## src/rtl/pla_sweep_pkg.sv

```systemverilog
// pla_sweep_pkg -- shared definitions for the PLA onset sweeper.
//   state_t       : sweeper control states
//   DEFAULT_N_IN  : default cone input width
//   MISR_POLY     : x^16 + x^12 + x^5 + 1 feedback taps
//   MISR_SEED     : signature value after reset and on every start
//   misr_step()   : one shift of the 16-bit multiple-input signature register
package pla_sweep_pkg;

  typedef enum logic [1:0] {
    IDLE  = 2'd0,
    SWEEP = 2'd1,
    DRAIN = 2'd2,
    DONE  = 2'd3
  } state_t;

  localparam int          DEFAULT_N_IN = 16;
  localparam logic [15:0] MISR_POLY    = 16'h1021;
  localparam logic [15:0] MISR_SEED    = 16'hFFFF;

  // Galois-style shift with the parallel input word folded in.
  function automatic logic [15:0] misr_step(input logic [15:0] sig,
                                            input logic [15:0] din);
    return ({sig[14:0], 1'b0} ^ (sig[15] ? MISR_POLY : 16'h0000)) ^ din;
  endfunction

endpackage

```

## src/rtl/pla_sweep_out_reg.sv

```systemverilog
// pla_sweep_out_reg -- one-entry valid/ready holding register for onset minterms.
//   clk, rst_n : clock, asynchronous active-low reset
//   load       : capture data and raise m_valid (only asserted when !stall)
//   data       : minterm to capture
//   m_ready    : consumer accepts when m_valid && m_ready
//   m_valid    : holding register occupied
//   m_data     : held minterm
//   stall      : m_valid && !m_ready, the producer must hold its state
module pla_sweep_out_reg #(
  parameter int W = 16
) (
  input  logic         clk,
  input  logic         rst_n,
  input  logic         load,
  input  logic [W-1:0] data,
  input  logic         m_ready,
  output logic         m_valid,
  output logic [W-1:0] m_data,
  output logic         stall
);

  assign stall = m_valid && !m_ready;

  // NOTE: state registers use non-blocking assignments so every flop samples
  // pre-edge values regardless of block evaluation order.
  always_ff @(posedge clk or negedge rst_n) begin
    if (!rst_n) begin
      m_valid <= 1'b0;
      // NOTE: the data register is reset too because its value is visible
      // on the port straight out of reset.
      m_data  <= '0;
    end else if (load) begin
      // Reloading in the same cycle as an acceptance keeps m_valid high,
      // which sustains one minterm per cycle.
      m_data  <= data;
      m_valid <= 1'b1;
    end else if (m_ready) begin
      m_valid <= 1'b0;
    end
  end

endmodule

```

## src/rtl/pla_onset_sweeper.sv

```systemverilog
// pla_onset_sweeper -- drives every N_IN-bit vector onto a single-output
// combinational cone, counts the onset and streams each onset minterm out.
//   clk, rst_n : clock, asynchronous active-low reset
//   start      : begin a sweep (honoured only in IDLE or DONE)
//   x_o        : vector driven to the cone; y_i is its combinational result
//   busy       : high while sweeping or draining the last minterm
//   done       : one-cycle pulse at sweep completion
//   onset_cnt  : onset vectors seen in the last / current sweep
//   m_valid, m_data, m_ready : valid/ready stream of onset minterms
//   signature  : 16-bit MISR over {y_i, x_o[14:0]}, present only when the
//                PLA_SWEEP_MISR_EN macro is defined
module pla_onset_sweeper
  import pla_sweep_pkg::*;
#(
  parameter int N_IN  = DEFAULT_N_IN,
  parameter int CNT_W = N_IN + 1
) (
  input  logic             clk,
  input  logic             rst_n,
  input  logic             start,
  output logic [N_IN-1:0]  x_o,
  input  logic             y_i,
  output logic             busy,
  output logic             done,
  output logic [CNT_W-1:0] onset_cnt,
  output logic             m_valid,
  output logic [N_IN-1:0]  m_data,
  input  logic             m_ready
`ifdef PLA_SWEEP_MISR_EN
 ,output logic [15:0]      signature
`endif
);

  localparam logic [N_IN-1:0] X_LAST = '1;

  state_t state;
  logic   stall;
  logic   load;

  // While stalled the current vector is not consumed; it is re-evaluated
  // once the held minterm drains, so nothing is lost or duplicated.
  assign load = (state == SWEEP) && !stall && y_i;

  pla_sweep_out_reg #(.W(N_IN)) u_out_reg (
    .clk     (clk),
    .rst_n   (rst_n),
    .load    (load),
    .data    (x_o),
    .m_ready (m_ready),
    .m_valid (m_valid),
    .m_data  (m_data),
    .stall   (stall)
  );

  always_ff @(posedge clk or negedge rst_n) begin
    if (!rst_n) begin
      state     <= IDLE;
      x_o       <= '0;
      busy      <= 1'b0;
      done      <= 1'b0;
      onset_cnt <= '0;
    end else begin
      done <= 1'b0;
      case (state)
        IDLE, DONE: begin
          if (start) begin
            state     <= SWEEP;
            busy      <= 1'b1;
            x_o       <= '0;
            onset_cnt <= '0;
          end else begin
            state <= IDLE;
          end
        end
        SWEEP: begin
          if (!stall) begin
            if (y_i) onset_cnt <= onset_cnt + CNT_W'(1);
            // The all-ones vector is the last one; x_o parks there.
            if (x_o == X_LAST) state <= DRAIN;
            else               x_o   <= x_o + N_IN'(1);
          end
        end
        DRAIN: begin
          if (!m_valid || m_ready) begin
            state <= DONE;
            busy  <= 1'b0;
            done  <= 1'b1;
          end
        end
        default: state <= IDLE;
      endcase
    end
  end

`ifdef PLA_SWEEP_MISR_EN
  logic [14:0] x_low;

  if (N_IN >= 15) begin : g_x_wide
    assign x_low = x_o[14:0];
  end else begin : g_x_narrow
    assign x_low = {{(15 - N_IN){1'b0}}, x_o};
  end

  always_ff @(posedge clk or negedge rst_n) begin
    if (!rst_n) begin
      signature <= MISR_SEED;
    end else if ((state == IDLE || state == DONE) && start) begin
      signature <= MISR_SEED;
    end else if (state == SWEEP && !stall) begin
      signature <= misr_step(signature, {y_i, x_low});
    end
  end
`endif

endmodule

```

## config.mk

```make
export PLATFORM = sky130hd
export DESIGN_NAME = pla_onset_sweeper
export DESIGN_NICKNAME = d
export VERILOG_FILES = /design/src/rtl/pla_sweep_pkg.sv /design/src/rtl/pla_sweep_out_reg.sv /design/src/rtl/pla_onset_sweeper.sv
export SDC_FILE = /design/constraint.sdc
export NUM_CORES = 1
export LEC_CHECK = 0
export CORE_ASPECT_RATIO = 1.25
export CORE_UTILIZATION = 55
export DETAILED_ROUTE_END_ITERATION = 12
export PLACE_DENSITY = 0.89
export SETUP_SLACK_MARGIN = 0.5
export SLEW_MARGIN = 5
export SYNTH_ARGS = -nofsm -noshare
export SYNTH_HDL_FRONTEND = slang
export SYNTH_HIERARCHICAL = 1
export SYNTH_SLANG_ARGS = --single-unit
```

## constraint.sdc

```tcl
create_clock -name clk -period 6 [get_ports clk]
set_input_delay 1.2 -clock clk [delete_from_list [all_inputs] [get_ports clk]]
set_output_delay 1.2 -clock clk [all_outputs]
set_load 0.01 [all_outputs]
```

Word level (Yosys, flattened, before mapping):

Index checks and enable logic that the tools add are counted.

* word-level logic and storage cells: 55
* flip-flop bits (word level): 54
* input bits: 5
* output and inout bits: 52

* equal/unequal tests: 10
* $add $sub $neg: 2
* reduce and logical (&&, ||, !) cells: 16
* mux-type cells: 20

Operators with widths (number)
* $mux W17: 3
* $mux W16: 3
* $pmux W17 S2: 1
* $pmux W16 S2: 1
* $add A17 B1 Y17 const B: 1
* $add A16 B1 Y16 const B: 1
* $eq A16 B16 Y1 const B: 1
* $ne A2 B2 Y1 const B: 5
* $reduce_and A4 Y1: 2
* $mux W1: 7
* $mux W2: 3
* $pmux W2 S3: 1
* $reduce_and A3 Y1: 2
* $reduce_bool A2 Y1: 3
* $eq A2 B2 Y1 const B: 2
* $logic_and A1 B1 Y1: 3
* $logic_not A1 Y1: 3
* $eq A2 B1 Y1 const B: 1
* $logic_not A2 Y1: 1
* $ne A2 B1 Y1 const B: 1
* $pmux W1 S2: 1
* $reduce_or A2 Y1: 1
* $logic_or A1 B1 Y1: 1

Longest topological paths before layout:

* word-level depth: 6
* mapped depth: 9
* gate-level depth less buffers: 7

Modules after synthesis:

Netlist, hierarchy kept.

Modules (own cells, without submodules)
* pla_onset_sweeper: seq. area each 925.9 um2, times used 1, cells each 227, area an instance 2145.8 um2
* pla_sweep_out_reg: seq. area each 425.4 um2, times used 1, cells each 37, area an instance 683.2 um2

Least setup slack after synthesis:

Ideal clock, no wire load.

* path kind: input -> register
* start: input m_ready
* end: register onset_cnt[16]
* required time: 5.868 ns
* path buffers: 1
* setup time: 0.132 ns
* stages on the path: 7
* arrival time: 2.355 ns
* path slack: 3.513 ns
* cells stage by stage: nor2b_1 -> nand2b_1 -> a211o_1 -> buf_6 -> nor4_4 -> xnor2_1 -> nor2_1

* longest elaborated chain between the ends: 4

Ends and longest elaborated chain
* from (decl): RTL line pla_onset_sweeper.sv:28 `input logic m_ready`
* $logic_not A1 Y1: RTL line pla_sweep_out_reg.sv:22 `assign stall = m_valid && !m_ready;`
* $logic_and A1 B1 Y1: RTL line pla_sweep_out_reg.sv:22
* $ne A2 B2 Y1 (no line)
* $reduce_and A4 Y1 (no line)
* to (signal assigned): RTL line pla_onset_sweeper.sv:77 `if (y_i) onset_cnt <= onset_cnt + CNT_W'(1);`
* to (decl): RTL line pla_onset_sweeper.sv:25 `output logic [CNT_W-1:0] onset_cnt,`

No other way between the ends.
A chain may end at the register's enable or synchronous reset.

Worst setup path after layout:

* start: input m_ready
* end: register u_out_reg.m_data[15]

* longest elaborated chain between the ends: 5

Ends and longest elaborated chain
* $logic_not A1 Y1: RTL line pla_sweep_out_reg.sv:22
* $logic_and A1 B1 Y1: RTL line pla_sweep_out_reg.sv:22
* via stall: RTL line pla_onset_sweeper.sv:37 `logic stall;`
* $logic_not A1 Y1
* $logic_and A1 B1 Y1 (2 in a row): RTL line pla_onset_sweeper.sv:42 `assign load = (state == SWEEP) && !stall && y_i;`
* via load: RTL line pla_onset_sweeper.sv:38 `logic load;`
* to (signal assigned): RTL line pla_sweep_out_reg.sv:35 `m_data <= data;`
* to (decl): RTL line pla_sweep_out_reg.sv:18 `output logic [W-1:0] m_data,`

The timed path passes the listed nets, and every way through them passes these cells.

==> impl_metrics.ini <==
[global_routing]
grt_pass1_vias = 2029
grt_pass1_wl_mm = 9.37
antenna_found_initial = 0
grt_usage_pct = 22.3
overflow = 0
grt_start_max_net_pins = 55

[worst_setup_path]
crit_family = simple AND/OR/NAND/NOR gates
start_kind = input pin
crit_cells = 5
crit_buf_inv = 1
cp.arrival_ns = 3.31
timing.setup.critical_path_class = in -> reg
worstRegToRegCells = 5
crit_slowest_cell = nor2_2
reg2reg_slack_ns = 2.96
max_stage_delay_ns = 0.82
crit_start = m_ready
crit_path_cell_trace = clkdlybuf4s50_1 > nor2b_1 > nand2b_1 > nor2_2 > mux2_2
crit_fanout = 17
reg2reg_from = state[1]
worstSetupEndpoint = u_out_reg/m_data[15]
critPathRequiredTime_ns = 6.18
cp-end-kind = flip-flop
timing.rr.end = u_out_reg/m_data[15]

[die]
die_area_mm2 = 0.00544
coreArea_mm2 = 0.00483
num_rows = 28
start_util_pct = 58.5
dieHeight_um = 82.2
boundaryPins = 57
dieWidth_um = 66.1

[clock_network]
clock_path_buffers = 2
post_cts.repair.setup_buffers = 0
h-tree-depth = 2
clock-sinks = 54
cts_buffers = 5
cts_tree = yes
clk_pin_slew_ns = 0.08
cts.repair.resized = 0
worstSkewPairLatency_ns = 0.30
clockRootBuffer = clkbuf_8
ctsHoldBuffers = 0

[drt]
drt-pass1-iter-count = 4
drcViolationCount = 0
drt_iter0_markers = 163
wl_per_cell_um = 15.0
vias_per_cell = 5.80
antenna_left = 0
routed_wirelength_mm = 5.64
via_count = 2188

[yosys]
yosysWarnings = 6
ys.flop_type = dfrtp_1
yosysUniqueCellTypes = 52
synth_edf_count = 0
synth_top_family_by_area = simple AND/OR/NAND/NOR gates
synth_compound_area_share_pct = 14.2
synth-simple-area-share_pct = 19.0
synthesis.nets = 273
netlist_instances = 264
synth_seq_cells = 54
seq_area_frac_synth_pct = 47.8
synth_area_mm2 = 0.00283
yosys-mux-area-fraction_pct = 8.76
synth_xor_area_share_pct = 3.72
synthAdderAreaFrac_pct = 1.77
ys_async_sr_fraction_pct = 100
synth_area_per_cell_um2 = 10.7

[timing]
max_clock_freq_mhz = 320
tightest_slew_ns = 1.03
hold_viol = 0
period_share_pct = 52.0
setup_violations = 0
finalSetupTns_ns = 0
drv_slew = 0
slew-limit-headroom_pct = 31.1
skew_ns = 0.0120
rsz0062_at_grt = false
period_minus_slack_ns = 3.12

[final_layout]
final_nets = 325
final_common_cell = clkdlybuf4s50_1
diodes = 0
layout_common_cells = clkdlybuf4s50_1, dfrtp_1, o21ai_0
area_growth_pct = 22.0
drive_above_1_share_pct = 12.6

[pwr]
power.leakage_nw = 1.44
power_mw = 1.04
vdd_ir_drop_max_uv = 150
power_per_cell_area_mw_per_mm2 = 300

[hold_path]
min_path_type = reg -> reg

[place]
dpl.hpwl_mm = 3.86
finalWeightedCongestion = 0.860
port_buffers = 56

[job]
drv_cap = 0

[outcome]
status = finished, final reports clean
[cells in the mapped netlist (5+ instances only)]
cell / number / area share [%]
nor3_1: 6 / 1.1
a21oi_1: 10 / 1.8
nor2_1: 18 / 2.4
mux2_4: 9 / 4.8
nand2_1: 23 / 3.1
o31ai_1: 8 / 2.1
xnor2_1: 9 / 2.8
mux2_2: 7 / 2.8
o21ai_0: 25 / 4.4
dfrtp_1: 54 / 48
inv_1: 7 / 0.93
nand3_1: 13 / 2.3
and3_1: 5 / 1.1
[cells by family (layout without fill, tap and decap cells)]
kind of cell / Yosys count / after routing
AND/OR/NAND/NOR: 96 / 96
AO/OA/AOI/OAI: 60 / 60
flip-flops: 54 / 54
multiplexers: 19 / 19
buffers and inverters: 19 / 72
XOR/XNOR: 12 / 12
adder cells (fa/ha/maj): 4 / 4
[registers in the layout (all words and copies together), names as in the netlist]
name,count
u_out_reg/m_valid,1
u_out_reg/m_data,16
x_o,16
state,2
busy,1
done,1
onset_cnt,17
[per-layer routing]
metal  part of all wire [%]  up-vias  GRT usage (%)
met5                      0        -              0
met3                    4.9        6           4.95
met1                     45     1066           28.3
met4                   0.85        0           5.74
li1                       -     1056              -
met2                     49       60           38.4
[stage by stage]
| stage | cell area [um^2] | hold slack, ns | utilization [%] | worst slack (ns) | instances |
|---|---|---|---|---|---|
| 2_1_floorplan | 2830 | 0.519 | - | 3.51 | 264 |
| 5_1_grt | 3450 | 0.528 | 71.4 | 2.77 | 377 |
| 6_report | 3450 | 0.514 | 71.4 | 2.88 | 377 |
| 3_5_place_dp | 3360 | 0.496 | 69.5 | 2.56 | 369 |
| 3_3_place_gp | 3360 | 0.493 | 69.5 | 2.62 | 369 |
| 4_1_cts | 3450 | 0.516 | 71.4 | 2.88 | 377 |
[power by group]
| part | internal [mW] | switching (mW) | leakage [nW] |
|---|---|---|---|
| Sequential | 0.401 | 0.0333 | 0.742 |
| Combinational | 0.160 | 0.233 | 0.651 |
| Clock | 0.0935 | 0.115 | 0.0482 |
[area by class of cell]
type                            instances  area, um^2
Inverter                                7        26.3
Multi-Input combinational cell        191        1340
Timing Repair Buffer                   57         563
Sequential cell                        54        1350
Clock inverter                          1        5.00
Fill cell                             386        1380
Clock buffer                            7        86.3
Tap cell                               60        75.1
[how the worst min path moves through the flow]
stage | start | end | slack, ns | depth (start not counted)
2_1_floorplan | state[0] | state[0] | 0.52 | 2
4_1_cts | u_out_reg/m_data[0] | u_out_reg/m_data[0] | 0.52 | 1
6_report | u_out_reg/m_data[0] | u_out_reg/m_data[0] | 0.51 | 1
5_1_grt | u_out_reg/m_data[0] | u_out_reg/m_data[0] | 0.53 | 1
3_5_place_dp | u_out_reg/m_data[0] | u_out_reg/m_data[0] | 0.50 | 1
3_3_place_gp | u_out_reg/m_data[2] | u_out_reg/m_data[2] | 0.49 | 1
No activity file was read; power rests on OpenSTA's default activity.
==> variant 1, RTL diff (same flow settings) <==
Re-encode `state_t` (4 states) as Gray code, 2 bits wide.
--- a/src/rtl/pla_sweep_pkg.sv
+++ b/src/rtl/pla_sweep_pkg.sv
@@ -7,10 +7,10 @@
 package pla_sweep_pkg;
 
   typedef enum logic [1:0] {
-    IDLE  = 2'd0,
-    SWEEP = 2'd1,
-    DRAIN = 2'd2,
-    DONE  = 2'd3
+    IDLE  = 2'b00,
+    SWEEP = 2'b01,
+    DRAIN = 2'b11,
+    DONE  = 2'b10
   } state_t;
 
   localparam int          DEFAULT_N_IN = 16;
Behaviour: same outputs for any inputs over 10 cycles, from zero or initial values and one cycle with rst_n low; not proved beyond that.
==> variant 1 against the unedited design <==
  * Utilization rose by 2.6 points
  * Design area fell by 3.0%
  * Combinational power is 31% lower
  * Wire length increased by 0.57%
  * Setup slack better by 0.15 ns
  * Sequential cell count unchanged
  * Clock skew down 0.0070 ns
  * Total power fell by 2.6%
  * Area after synthesis is 5.9% lower
  * Critical path type unchanged
  * Sequential share of layout area grew 1.2 points
  * Register-to-register slack better by 0.82 ns
==> variant 1: results (changes against the unedited design) <==
[global_route]
grt_pass1_wl_um=9549  ; +1.9%
grtUsageMet1_pct=30.50  ; +2.2 points
grt_util_met3_pct=4.571  ; -0.37 points
grt_pass1_vias=2002  ; -1.3%

[worst_setup_path]
r2r.worst_path.cells=8  ; +3
reg2reg_to=onset_cnt[15]
critPathMaxFanout=27  ; +10
reg2reg_from=state[0]
rrSetupSlack_ns=3.78  ; +0.82 ns
cp_slowest_cell=nor2b_1

[detailed_routing]
wl_met1_um=2436  ; -4.6%
dr_wl_met3_um=236  ; -15%
first_iter_violations=120  ; -26%
vias_per_cell=5.825  ; +0.38%

[finish]
fillers=338  ; -12%
layout-drive-gt1-share_pct=11.55  ; -1.1 points
multi_input_area_share_pct=36.37  ; -2.6 points
inv_count=5  ; -2
clkbuf_count=5  ; -2
n_all_buffers=58  ; +1.8%
nets=309  ; -4.9%

[worst_hold_path]
holdCritStartpoint=busy
holdPathEnd=busy

[pwr]
ir_worst_vdd_v=0.0002139  ; +42%
p_leak_nw=1.423  ; -1.3%
switching_share_pct=30.40  ; -6.4 points

[logic_synthesis]
synth_area_leaders=dfrtp_1 (51%), mux2_4 (5.1%), nor2_1 (3.8%)
synth_compound_area_share_pct=13.78  ; -0.42 points
syn_avg_cell_area_sq_um=10.86  ; +1.4%
yosys-top-cells-count=dfrtp_1 (54), nor2_1 (27), nand2_1 (23), o21ai_1 (15), nand3_1 (10)
ys_types=44  ; -15%
ys_seq_area_share_pct=50.78  ; +3.0 points
synthAdderAreaFrac_pct=0.9403  ; -0.83 points

[timing]
skew_ns=0.005071  ; -0.006953 ns

[status]
status=completed

[placed_design]
dp_hpwl_um=3965  ; +2.6%
post-place-cells=353  ; -4.3%

-- variant 1: how the worst max path moves through the flow --
stage / slack (ns) / startpoint / cells after the start / endpoint
finish: 3.03 / m_ready / 9 / onset_cnt[10]
global route: 2.89 / m_ready / 9 / onset_cnt[10]
CTS: 3.03 / m_ready / 9 / onset_cnt[10]
detailed placement: 2.71 / m_ready / 9 / onset_cnt[10]
global placement: 2.80 / m_ready / 9 / onset_cnt[10]
floorplan: 3.33 / m_ready / 9 / onset_cnt[10]
-- variant 1: through the flow --
step | power, mW | util [%] | hold WS [ns] | setup slack (ns) | cell area [sq um]
after global placement | 0.7607 | 71.42 | 0.4608 | 2.798 | 3233
final | 1.009 | 73.94 | 0.4940 | 3.030 | 3347
after global routing | 1.064 | 73.94 | 0.5275 | 2.890 | 3347
after floorplan | 0.6207 | - | 0.5112 | 3.334 | 2661
after CTS | 1.014 | 73.94 | 0.4984 | 3.025 | 3347
after detailed placement | 0.7713 | 71.42 | 0.4755 | 2.706 | 3233
==> variant 2, RTL diff (same settings) <==
Made on the original files. Build with the macro `PLA_SWEEP_MISR_EN` defined.
--- a/src/rtl/pla_onset_sweeper.sv
+++ b/src/rtl/pla_onset_sweeper.sv
@@ -9,6 +9,8 @@
 //   m_valid, m_data, m_ready : valid/ready stream of onset minterms
 //   signature  : 16-bit MISR over {y_i, x_o[14:0]}, present only when the
 //                PLA_SWEEP_MISR_EN macro is defined
+`define PLA_SWEEP_MISR_EN
+
 module pla_onset_sweeper
   import pla_sweep_pkg::*;
 #(
Formal check against the unedited RTL (old outputs only; new: signature): equivalent (Yosys induction, for registers that start in step).
==> variant 2 against the unedited design <==
  * Sequential power up 50%
  * Sequential cell count up 16
  * Total power up 52%
  * Area after synthesis up 29%
  * Register-to-register slack worse by 0.22 ns
  * Global-route usage up 4.6 points
  * Wire length up 51%
  * Design area up 30%
  * Setup slack worse by 0.14 ns
  * Largest cell class unchanged
  * Clock skew down 0.0038 ns
==> variant 2: results (changes against the unedited design) <==
[logic_synthesis]
ys_warn_count=6  ; unchanged
synthCells=345  ; +31%
ys_types=50  ; -3.8%
yosys-top-cells-count=dfrtp_1 (54), nand2_1 (25), a21oi_1 (17)
synth_area_leaders=dfrtp_1 (37%), dfstp_2 (11%), o22a_1 (3.8%)
ys_seq_area_share_pct=48.46  ; +0.69 points

[worst_hold_path]
holdCritStartpoint=u_out_reg/m_data[12]
holdPathStages=1  ; unchanged
holdPathEnd=u_out_reg/m_data[12]

[pwr]
p_leak_nw=1.731  ; +20%
ir_worst_vdd_v=0.0002411  ; +60%

[cts]
cts_max_level=3  ; +1
clk_path_buf_depth=2  ; unchanged
cts_resized=0  ; unchanged
cts_setup_buffers=0  ; unchanged
clk_latency_ns=0.35  ; +0.05 ns
cts_buffers=9  ; +4
clk_pin_slew_ns=0.07
cts_root_buf=clkbuf_8

[placed_design]
post-place-cells=481  ; +30%
post_dp_cell_area_sq_mm=0.004333  ; +29%
io_buffers=72  ; +29%
pre_cts_slack_ns=2.640  ; +0.07764 ns
dp_hpwl_um=5740  ; +49%
gp_congestion=0.8291  ; -3.6%

[global_route]
grt_pass1_wl_um=14030  ; +50%
antenna_found_initial=0  ; unchanged
grt_max_degree=71  ; +29%
grt_pass1_vias=2923  ; +44%
grt.total_usage_pct=26.92  ; +4.6 points

[timing]
maxSlewHeadroom_pct=31.46  ; +0.38 points
hold_ws_ns=0.5060  ; -0.007822 ns
skew_ns=0.008219  ; -0.003805 ns

[worst_setup_path]
r2r.worst_path.cells=6  ; +1
cpPeakStageDelay_ns=0.83
critPathMaxFanout=22  ; +5
reg2reg_to=u_out_reg/m_data[0]
cp_slowest_cell=and2_1
rrSetupSlack_ns=2.74  ; -0.22 ns
cp.arrival_ns=3.49  ; +0.18 ns

[finish]
instances_no_fill=496  ; +32%
nets=416  ; +28%
layout-drive-gt1-share_pct=12.65  ; +0.034 points
regMostFlops=onset_cnt

[detailed_routing]
vias_per_cell=6.115  ; +5.4%
drt-wirelength-per-cell_um=17.20  ; +15%
dr.pass1.iters=4  ; unchanged
first_iter_violations=243  ; +49%

[status]
status=completed

==> variant 2: cell types whose count changed after synthesis, sizes merged, moves of 6 or more <==
cell and delta:
a21oi +6, a31oi +10, and3 -6, clkbuf +6
dfstp +16, inv +6, nand4 +7, nor2 -9
o21ai -9, o22a +16, or4 +9, xor2 +12
==> variant 2: cell families (layout without fill, tap and decap cells) <==
family,Yosys count,count (layout),synth area share [%]
simple gates,107,107,16.39
compound gates,88,88,16.39
flops,70,70,48.46
buf+inv,36,102,5.612
xor+xnor,20,20,4.791
mux,20,20,6.982
fa+ha+maj,4,4,1.369
==> variant 2: worst max-delay path by stage <==
stage | start | endpoint | slack [ns] | depth (start not counted)
detailed placement | m_ready | u_out_reg/m_data[15] | 2.64 | 5
global route | state[1] | u_out_reg/m_data[0] | 2.50 | 6
floorplan | m_ready | onset_cnt[15] | 3.38 | 6
finish | state[1] | u_out_reg/m_data[0] | 2.74 | 6
global placement | m_ready | u_out_reg/m_data[15] | 2.70 | 5
CTS | state[1] | u_out_reg/m_data[0] | 2.78 | 6
==> variant 2: critical path: cells and delay by family (launching register included) <==
kind / cells / cell delay (ns)
adder cells (fa/ha/maj): 1 / 0.64
buffers and inverters: 2 / 0.59
flip-flops: 1 / 0.41
multiplexers: 1 / 0.42
AND/OR/NAND/NOR: 2 / 1.08
==> variant 2: cell type report <==
cell class	count	area (sq um)
Fill cell	475	1804
Sequential cell	70	1772
Multi-Input combinational cell	239	1679
Timing Repair Buffer	73	723.2
Clock buffer	13	138.9
Tap cell	85	106.4
Inverter	14	52.55
Clock inverter	2	10.01
==> variant 2: metal layers <==
layer	global-route usage [%]	share of wire, %	vias to the layer above
met1	34.43	42	1493
met2	43.17	50	119
met3	6.466	5.8	23
li1	-	-	1398
met4	11.16	2.1	0
met5	0	0	-
==> variant 2: report_power, final <==
group | leakage [nW] | switching, mW | internal (mW)
registers | 0.910 | 0.0853 | 0.569
clock network | 0.0773 | 0.161 | 0.147
logic | 0.743 | 0.344 | 0.265
